`src/rtl/regfile_issue_sched.sv`:
```
// ---------------------------------------------------------------------------
// regfile_issue_sched
//
// Purpose
//   Request scheduler placed in front of a 32x1W2R register file. It buffers
//   one write channel and two read channels in small FIFOs and issues their
//   heads to the register file. It never issues a colliding combination in
//   the same cycle (W/R1, W/R2 or R1/R2 on the same address). A read that
//   keeps losing to same-address writes eventually wins, after STALL_MAX
//   deferrals. Read data comes back with a valid strobe that is aligned to
//   the register file's one-cycle registered output.
//
// Ports
//   clk, resetn          clock (rising edge), synchronous active-low reset
//   wr_valid/ready/addr/data      write request channel
//   rd1_valid/ready/addr          read channel 1 request
//   rd2_valid/ready/addr          read channel 2 request
//   rf_din, rf_wad1, rf_rad1, rf_rad2, rf_wen1, rf_ren1, rf_ren2
//                        registered issue bus to the register file
//   rf_dout1, rf_dout2, rf_collision    register file outputs
//   rsp1_valid/data, rsp2_valid/data    read responses (no backpressure)
//   sched_err            sticky flag: rf_collision was seen high
//
// Configuration
//   MERGE_RD_EN  when defined, R1 and R2 heads with equal addresses are served
//                by a single rf_ren1 and both responses return together.
//                When undefined, R2 simply waits a cycle in that case.
// ---------------------------------------------------------------------------

// Simple synchronous FIFO with a registered "not full" ready flag.
module regfile_issue_sched_fifo #(
  parameter int WIDTH = 8,
  parameter int DEPTH = 4
) (
  input  logic             clk,
  input  logic             resetn,
  input  logic             push,
  input  logic [WIDTH-1:0] push_data,
  input  logic             pop,
  output logic             ready,
  output logic             not_empty,
  output logic [WIDTH-1:0] head
);
  localparam int PTR_W = (DEPTH < 2) ? 1 : $clog2(DEPTH);
  localparam int CNT_W = $clog2(DEPTH + 1);

  logic [WIDTH-1:0] mem [DEPTH];
  logic [PTR_W-1:0] wr_ptr_reg;
  logic [PTR_W-1:0] rd_ptr_reg;
  logic [CNT_W-1:0] count_reg;
  logic [CNT_W-1:0] count_next;
  logic             accept;

  // ready is the registered !full, so a full FIFO refuses a push even in a
  // cycle where its head is being popped.
  assign accept    = push && ready;
  assign not_empty = (count_reg != '0);
  assign head      = mem[rd_ptr_reg];

  always_comb begin
    count_next = count_reg;
    if (accept && !pop) begin
      count_next = count_reg + 1'b1;
    end else if (!accept && pop) begin
      count_next = count_reg - 1'b1;
    end
  end

  always_ff @(posedge clk) begin
    if (accept) begin
      mem[wr_ptr_reg] <= push_data;
    end
  end

  always_ff @(posedge clk) begin
    if (!resetn) begin
      wr_ptr_reg <= '0;
      rd_ptr_reg <= '0;
      count_reg  <= '0;
      ready      <= 1'b0;
    end else begin
      if (accept) begin
        wr_ptr_reg <= wr_ptr_reg + 1'b1;
      end
      if (pop) begin
        rd_ptr_reg <= rd_ptr_reg + 1'b1;
      end
      count_reg <= count_next;
      ready     <= (count_next != CNT_W'(DEPTH));
    end
  end
endmodule

module regfile_issue_sched #(
  parameter int DATA_WIDTH = 16,
  parameter int DEPTH      = 4,
  parameter int STALL_MAX  = 3
) (
  input  logic                  clk,
  input  logic                  resetn,
  input  logic                  wr_valid,
  output logic                  wr_ready,
  input  logic [4:0]            wr_addr,
  input  logic [DATA_WIDTH-1:0] wr_data,
  input  logic                  rd1_valid,
  output logic                  rd1_ready,
  input  logic [4:0]            rd1_addr,
  input  logic                  rd2_valid,
  output logic                  rd2_ready,
  input  logic [4:0]            rd2_addr,
  output logic [DATA_WIDTH-1:0] rf_din,
  output logic [4:0]            rf_wad1,
  output logic [4:0]            rf_rad1,
  output logic [4:0]            rf_rad2,
  output logic                  rf_wen1,
  output logic                  rf_ren1,
  output logic                  rf_ren2,
  input  logic [DATA_WIDTH-1:0] rf_dout1,
  input  logic [DATA_WIDTH-1:0] rf_dout2,
  input  logic                  rf_collision,
  output logic                  rsp1_valid,
  output logic [DATA_WIDTH-1:0] rsp1_data,
  output logic                  rsp2_valid,
  output logic [DATA_WIDTH-1:0] rsp2_data,
  output logic                  sched_err
);
  localparam int STALL_W = (STALL_MAX < 2) ? 1 : $clog2(STALL_MAX + 1);

  // Write channel
  logic                  w_ne;
  logic [4:0]            w_addr_h;
  logic [DATA_WIDTH-1:0] w_data_h;
  logic                  w_sel;
  logic                  w_blocked;

  // Read channels, index 0 = rd1, index 1 = rd2
  logic [1:0]            rd_valid_vec;
  logic [1:0][4:0]       rd_addr_vec;
  logic [1:0]            rd_ready_vec;
  logic [1:0]            rd_ne;
  logic [1:0][4:0]       rd_head;
  logic [1:0]            rd_pop;
  logic [1:0]            stall_max;
  logic                  r1_sel;
  logic                  r2_sel;
  logic                  r2_hit_r1;
`ifdef MERGE_RD_EN
  logic                  merge;
  logic                  merge_rf_reg;
  logic                  merge_rsp_reg;
`endif

  assign rd_valid_vec = {rd2_valid, rd1_valid};
  assign rd_addr_vec  = {rd2_addr, rd1_addr};
  assign rd1_ready    = rd_ready_vec[0];
  assign rd2_ready    = rd_ready_vec[1];

  regfile_issue_sched_fifo #(
    .WIDTH(5 + DATA_WIDTH),
    .DEPTH(DEPTH)
  ) u_wr_fifo (
    .clk      (clk),
    .resetn   (resetn),
    .push     (wr_valid),
    .push_data({wr_addr, wr_data}),
    .pop      (w_sel),
    .ready    (wr_ready),
    .not_empty(w_ne),
    .head     ({w_addr_h, w_data_h})
  );

  for (genvar gi = 0; gi < 2; gi++) begin : g_rd
    logic [STALL_W-1:0] stall_reg;

    regfile_issue_sched_fifo #(
      .WIDTH(5),
      .DEPTH(DEPTH)
    ) u_rd_fifo (
      .clk      (clk),
      .resetn   (resetn),
      .push     (rd_valid_vec[gi]),
      .push_data(rd_addr_vec[gi]),
      .pop      (rd_pop[gi]),
      .ready    (rd_ready_vec[gi]),
      .not_empty(rd_ne[gi]),
      .head     (rd_head[gi])
    );

    // Counts consecutive cycles the current head was passed over; the
    // count belongs to the head, so it restarts whenever the head issues.
    always_ff @(posedge clk) begin
      if (!resetn) begin
        stall_reg <= '0;
      end else if (rd_pop[gi]) begin
        stall_reg <= '0;
      end else if (rd_ne[gi] && (stall_reg != STALL_W'(STALL_MAX))) begin
        stall_reg <= stall_reg + 1'b1;
      end
    end

    assign stall_max[gi] = (stall_reg == STALL_W'(STALL_MAX));
  end

  // Priority: W, then R1, then R2 -- except that a starved read on the
  // write's address takes the cycle away from W so it cannot be locked out.
  always_comb begin
    w_blocked = 1'b0;
    for (int i = 0; i < 2; i++) begin
      if (rd_ne[i] && stall_max[i] && (rd_head[i] == w_addr_h)) begin
        w_blocked = 1'b1;
      end
    end
    w_sel     = w_ne && !w_blocked;
    r1_sel    = rd_ne[0] && !(w_sel && (rd_head[0] == w_addr_h));
    r2_hit_r1 = r1_sel && (rd_head[1] == rd_head[0]);
    r2_sel    = rd_ne[1] && !(w_sel && (rd_head[1] == w_addr_h)) && !r2_hit_r1;
`ifdef MERGE_RD_EN
    // Same address as an issuing R1: ride along on rf_ren1 instead of waiting.
    merge     = rd_ne[1] && r2_hit_r1;
    rd_pop    = {r2_sel || merge, r1_sel};
`else
    rd_pop    = {r2_sel, r1_sel};
`endif
  end

  // Issue bus data fields are only meaningful alongside their enables, so
  // they are left without reset.
  always_ff @(posedge clk) begin
    rf_din  <= w_data_h;
    rf_wad1 <= w_addr_h;
    rf_rad1 <= rd_head[0];
    rf_rad2 <= rd_head[1];
  end

  always_ff @(posedge clk) begin
    if (!resetn) begin
      rf_wen1    <= 1'b0;
      rf_ren1    <= 1'b0;
      rf_ren2    <= 1'b0;
      rsp1_valid <= 1'b0;
      rsp2_valid <= 1'b0;
      sched_err  <= 1'b0;
`ifdef MERGE_RD_EN
      merge_rf_reg  <= 1'b0;
      merge_rsp_reg <= 1'b0;
`endif
    end else begin
      rf_wen1    <= w_sel;
      rf_ren1    <= r1_sel;
      rf_ren2    <= r2_sel;
      rsp1_valid <= rf_ren1;
`ifdef MERGE_RD_EN
      merge_rf_reg  <= merge;
      merge_rsp_reg <= merge_rf_reg;
      rsp2_valid    <= rf_ren2 || merge_rf_reg;
`else
      rsp2_valid    <= rf_ren2;
`endif
      if (rf_collision) begin
        sched_err <= 1'b1;
      end
    end
  end

  assign rsp1_data = rf_dout1;
`ifdef MERGE_RD_EN
  // A merged R2 was served through read port 1.
  assign rsp2_data = merge_rsp_reg ? rf_dout1 : rf_dout2;
`else
  assign rsp2_data = rf_dout2;
`endif

endmodule
```
`config.mk`:
```
export PLATFORM = sky130hd
export DESIGN_NAME = regfile_issue_sched
export DESIGN_NICKNAME = d
export VERILOG_FILES = /design/src/rtl/regfile_issue_sched.sv
export SDC_FILE = /design/constraint.sdc
export NUM_CORES = 1
export LEC_CHECK = 0
export CAP_MARGIN = 0
export CORE_MARGIN = 2
export CORE_UTILIZATION = 55
export CTS_BUF_LIST = sky130_fd_sc_hd__clkbuf_8
export DETAILED_ROUTE_END_ITERATION = 8
export GPL_TIMING_DRIVEN = 0
export PLACE_DENSITY_LB_ADDON = 0.05
export SLEW_MARGIN = 20
export SYNTH_ARGS = -nofsm -noshare
export SYNTH_HDL_FRONTEND = slang
export SYNTH_SLANG_ARGS = --single-unit
```
`constraint.sdc`:
```
create_clock -name clk -period 4.4 [get_ports clk]
set_input_delay 0.44 -clock clk [delete_from_list [all_inputs] [get_ports clk]]
set_output_delay 0.44 -clock clk [all_outputs]
set_load 0.02 [all_outputs]
```
==> results of run 1 <==
-- routing by layer --
metal,share of wire [%],up-vias
li1,-,1942
met1,42,1992
met2,52,91
met3,4.4,20
met4,2.2,0
met5,0,-
-- synthesized netlist by cell type, types with 2 or more instances --
cell type    n
edfxtp_1   124
dfxtp_1     71
buf_4       32
nor2_1      24
ha_1        23
xnor2_1     22
mux4_2      20
nand2_1     16
and3_1      13
inv_1       13
nand3_1     12
mux4_1      11
xor2_1       8
a21oi_1      7
nor3_1       6
and2_1       5
clkbuf_1     5
mux2i_1      5
o21ai_0      5
buf_6        3
xnor2_2      3
a211o_1      2
buf_2        2
nor2_2       2
nor2b_1      2
-- worst reg2reg max path, delay by kind of cell, from the launching register on --
kind,cells,cell delay [ps]
XOR/XNOR,1,200
AND/OR/NAND/NOR,4,1280
flip-flops,1,410
AO/OA/AOI/OAI,2,370
multiplexers,1,590
buffers and inverters,1,200
-- power breakdown --
part           switching [mW]  internal, mW  total, mW
registers               0.173          2.35       2.52
clock network           0.605         0.615       1.22
logic                    1.10          1.04       2.14
-- area by class of cell --
class                           instances  area (um2)
Buffer                                 43       306.5
Clock buffer                           17       234.0
Clock inverter                         15       187.7
Fill cell                             936        4379
Inverter                               14       52.55
Multi-Input combinational cell        212        2118
Sequential cell                       195        5145
Tap cell                              180       225.2
Timing Repair Buffer                  107        1071
-- stage by stage --
stage / worst slack, ps / cell area, um2 / utilization [%]
floorplan: 1490 / 7617 / -
global placement: 1278 / 8914 / 64.97
detailed placement: 1244 / 8916 / 64.99
CTS: 1223 / 9338 / 68.06
global route: 1051 / 9340 / 68.08
finish: 1239 / 9340 / 68.08
-- worst paths after layout --
| kind | to | depth (start not counted) | startpoint |
|---|---|---|---|
| min | g_rd[1].u_rd_fifo.wr_ptr_reg[1] | 3 | rd2_valid |
| max reg2reg | g_rd[1].u_rd_fifo.ready | 9 | register |
| max | g_rd[1].u_rd_fifo.ready | 9 | register |
| min reg2reg | rsp1_valid | 1 | rf_ren1 |
-- cells in the final DEF (no fill, tap or decap), drive strengths merged, types with 7 or more instances in the layout --
cell           count
buf               38
nand2             16
edfxtp           124
dfxtp             71
xnor2             25
inv               15
mux4              31
nor2              26
a21oi              8
clkinv            10
clkdlybuf4s50    107
nand3             13
ha                23
and3              13
nor3               7
xor2               8
clkbuf            22
-- kinds of logic (layout without fill, tap and decap cells) --
group           count (synthesis)  in the layout  share of synthesized area [%]
flops                         195            195                          67.54
simple gates                   92             92                          6.423
buf+inv                        57            196                          4.714
mux                            36             36                          10.36
xor+xnor                       33             33                          4.090
compound gates                 26             26                          2.809
fa+ha+maj                      25             25                          4.057
==> results.md, run 1 <==
* Final GP Congestion at 0.7515
* Peak supply drop at 0.0003358 V
* Cell at the slowest stage of the critical path: mux4_2
* # Post-CTS Setup Buffers at 0
* H-tree depth reported by CTS at 4
* Top flop regs: u_wr_fifo.mem: 84 flops, g_rd.u_rd_fifo.mem: 40 flops, rf_din: 16 flops
* CP max stage delay at 590 ps
* Ys async rst share at 0%
* Die width at 121.7 um
* Crit start category: register
* Minimum clock period at 3161 ps
* Number of global-route vias before repair at 4105
* WP data arrival at 3520 ps
* Die ar. at 14810 um2
* Per-cell routed wire length at 17.17 um
* Setup Viol. Count Final at 0
* Endpoint class of the critical path: register
* Hold crit path type: in2reg
* Max reg flops at 84
* Share of cells above drive strength 1 at 17.91%
* IO buf count at 107
* Total power at 5.878 mW
* Most common flop cell mapped by yosys: edfxtp_1
* Gate Count Post-Synth at 464
* Layout net count at 682
* GRT busiest layer: met2
* Met3 usage at 4.635%
* Initial antenna violation count at 0
* Die span in y at 121.7 um
* Crit path cell chain: buf_6 > mux4_2 > xnor2_2 > nand3_2 > nor4_4 > o41ai_4 > or4_1 > and3_1 > o31a_1
* Crit-path leading delay family: simple AND/OR/NAND/NOR gates
* Avg Inst Size Synth at 16.42 um2
* Area growth, synth to finish at 22.62%
* Slew Limit Fails at 0
* DR iter-0 viols at 230
* Worst Path Max Fanout at 10
* Skew final at 7.912 ps
* Crit Path Class: reg2reg
* Unique cell type count in the Yosys netlist at 53
* CTS max path bufs at 2
* Clock latency on the worst-skew pair at 460 ps
* Grt met1 use at 22.60%
* Status: complete, no violations
* Root buffer cell: clkbuf_8
* Synth area leaders: edfxtp_1, dfxtp_1, mux4_2
* CTS Sinks at 195
* GRT Total Usage at 19.07%
* Largest net degree at the start of global routing at 22
* Grt ovf at 0
* Fin crit share at 71.84%
* RSZ-0062 raised after global routing: no
* Number of cell rows at 43
* Max transition margin at 38.36%
* Most flops, register: u_wr_fifo.mem
* First-pass GRT wire length at 20780 um
* Least-Margin Pin Slew at 924.6 ps
* Final WL at 13440 um
* #FFs+latches synth at 195
* Cell leakage power at 3.372 nW
* N_diodes at 0
* Number of flops mapped to enable cells by yosys at 124
* Top cell type's share of synthesized area at 48.88%
* Initial cell density of the core at 55.52%
* Core area at 13720 um2
* Hold Violations, Final at 0
* CTS tree: built
* Cell type with the highest aggregate area in the netlist: edfxtp_1
* Met2 global-route usage at 33.11%
* Placed insts at 751
* Flop2flop setup slack at 1240 ps
* Net count after synthesis at 556
* Io pins at 141
* WP data required at 4760 ps
* CTS Hold Buffers Added at 0
* Non-Filler Instances at 783
* Drt pass-1 iters at 5
* Max Cap Violations at 0
* Hold_ws at 407.2 ps
* Post-cts sizing count at 0
* Seq/Total Area, Yosys at 67.54%
* Post-DRT Antenna Nets at 0
* Warnings from Yosys at 0
* Vias at 4045
* Achievable Freq at 316.4 MHz
* Power density over cell area at 629.3 nW/um2
* DRC at 0
* Crit path buffers/inverters at 1
* Setup TNS at 0 ps
* Clock Pin Slew Worst Setup and Hold Paths at 90 ps
* Synthesized area at 7617 um2
* DP Wirelength at 9316 um
* CTS Buf Count at 17
* Vias/cell at 5.166
(Power assumes the default switching activity.)
==> inputs of run 2 (changes only) <==
- CORE_UTILIZATION: 55 -> 49
- clock period: 4.4 -> 2.7 ns (I/O delays scaled with it)
==> results.md, run 2 (same netlist as run 1, synthesis figures left out) <==
* Commonest cells after routing, fill and taps aside: edfxtp_1, clkdlybuf4s50_1, dfxtp_1, buf_4, mux4_2
* Crit start category: register
* Flop2flop setup slack at -350 ps
* Switching Fraction at 33.38%
* Initial antenna violation count at 0
* Final GP Congestion at 0.7060
* Reg2Reg Depth at 10
* HP Start: rd2_valid
* Per-cell routed wire length at 17.12 um
* Top flop regs: u_wr_fifo.mem: 84 flops, g_rd.u_rd_fifo.mem: 40 flops, rf_din: 16 flops
* Hold Violations, Final at 0
* Initial cell density of the core at 50.11%
* Fin crit share at 113.1%
* CTS tree: built
* Slew Limit Fails at 0
* Achievable Freq at 327.5 MHz
* Layout net count at 711
* Minimum clock period at 3054 ps
* Setup Viol. Count Final at 24
* Number of cell rows at 45
* Vias/cell at 5.138
* CTS Buf Count at 17
* GRT Total Usage at 17.25%
* Failing checks: negative setup slack
* Status: complete, but fails checks
* DRC at 0
* Number of global-route vias before repair at 4249
* Clock latency on the worst-skew pair at 460 ps
* Worst Path Max Fanout at 5
* Skew final at 11.07 ps
* H-tree depth reported by CTS at 4
* Cell leakage power at 3.537 nW
* CTS Hold Buffers Added at 0
* Comb power frac at 43.6%
* RSZ-0062 raised after global routing: yes
* DP Wirelength at 9183 um
* First-pass GRT wire length at 21140 um
* Clock Pin Slew Worst Setup and Hold Paths at 90 ps
* Root buffer cell: clkbuf_8
* DR iter-0 viols at 228
* Io pins at 141
* WP data arrival at 3400 ps
* Non-Filler Instances at 820
* Largest net degree at the start of global routing at 22
* Final WL at 14040 um
* Max Cap Violations at 0
* Clock Power Share at 15.9%
* Most flops, register: u_wr_fifo.mem
* Drt pass-1 iters at 4
* CP endpoint: g_rd[1].u_rd_fifo.ready
* Die span in y at 128.7 um
* Post-DRT Antenna Nets at 0
* Setup WS post-layout at -353.8 ps
* Psw at 3.389 mW
* Vias at 4213
* Least-Margin Pin Slew at 898.3 ps
* Die ar. at 16560 um2
* Die width at 128.7 um
* Power density over cell area at 1043 nW/um2
* Max reg flops at 84
* Hold_ws at 211.8 ps
* CTS Sinks at 195
* Crit Path Class: reg2reg
* WP data required at 3050 ps
* Endpoint class of the critical path: register
* Max transition margin at 40.11%
* Commonest non-fill, non-tap cell in the layout: edfxtp_1
* Area growth, synth to finish at 27.79%
* Hold crit path type: in2reg
* N_diodes at 0
* Peak supply drop at 0.0004338 V
* Placed insts at 759
* CTS max path bufs at 2
* Setup TNS at -3395 ps
* R2R Path End: g_rd[1].u_rd_fifo.ready
* Share of cells above drive strength 1 at 27.37%
* Grt ovf at 0
* Worst slack at placement at -444.7 ps
* Core area at 15200 um2
* P_int at 6.763 mW
* IO buf count at 107
* Reg power frac at 40.5%
-- run 2: how the worst min path moves through the flow --
stage	end	slack, ps	cells past startpoint
floorplan	g_rd[0].u_rd_fifo.mem[0][0]	370	0
global placement	sched_err	450	2
detailed placement	sched_err	460	2
CTS	g_rd[1].u_rd_fifo.wr_ptr_reg[1]	170	3
global route	g_rd[1].u_rd_fifo.wr_ptr_reg[1]	210	3
finish	g_rd[1].u_rd_fifo.wr_ptr_reg[1]	210	3
-- run 2: power groups by stage --
stage / Clock [mW] / Combinational [mW] / Sequential [mW]
6_report: 1.62 / 4.42 / 4.11
2_1_floorplan: 0 / 2.04 / 4.48
3_3_place_gp: 0 / 3.48 / 4.15
4_1_cts: 1.68 / 3.85 / 4.11
3_5_place_dp: 0 / 3.55 / 4.17
5_1_grt: 1.78 / 4.75 / 4.18
-- run 2: layout make-up --
type                       count  area, um2
multi-input combinational    212       2301
timing repair buffer         136       1341
sequential                   195       5149
inverter                      14      52.55
clock buffer                  18      247.7
fill                        1106       5468
buffer                        43      320.3
tap                          188      235.2
clock inverter                14      87.58
-- run 2: routing by layer --
layer | GRT usage (%) | up-vias | wire (um)
li1 | - | 1993 | -
met1 | 22.60 | 2070 | 6135
met2 | 28.10 | 133 | 6891
met3 | 4.491 | 17 | 802
met4 | 6.266 | 0 | 210
met5 | 0 | - | 0
-- run 2: metrics by stage --
step | instance area (um2) | total power [mW] | util [%]
floorplan | 7614 | 6.516 | -
global placement | 8920 | 7.632 | 58.67
detailed placement | 8925 | 7.717 | 58.71
CTS | 9429 | 9.646 | 62.02
global route | 9734 | 10.71 | 64.03
finish | 9734 | 10.15 | 64.03
-- run 2: critical path, stage by stage, from the launching register on --
cell	delay, ps
dfxtp_4	380
buf_12	120
mux4_2	580
xnor2_2	210
nand3_2	130
or3_4	430
o41ai_4	340
buf_4	180
o221ai_1	120
and3_4	210
o31a_1	230
-- run 2: what timing repair did --
action | CTS | global route
pin swaps | 10 | 27
endpoints found under the setup margin | 20 | 23
gates resized for setup | 20 | 43
buffers inserted | 14 | 16
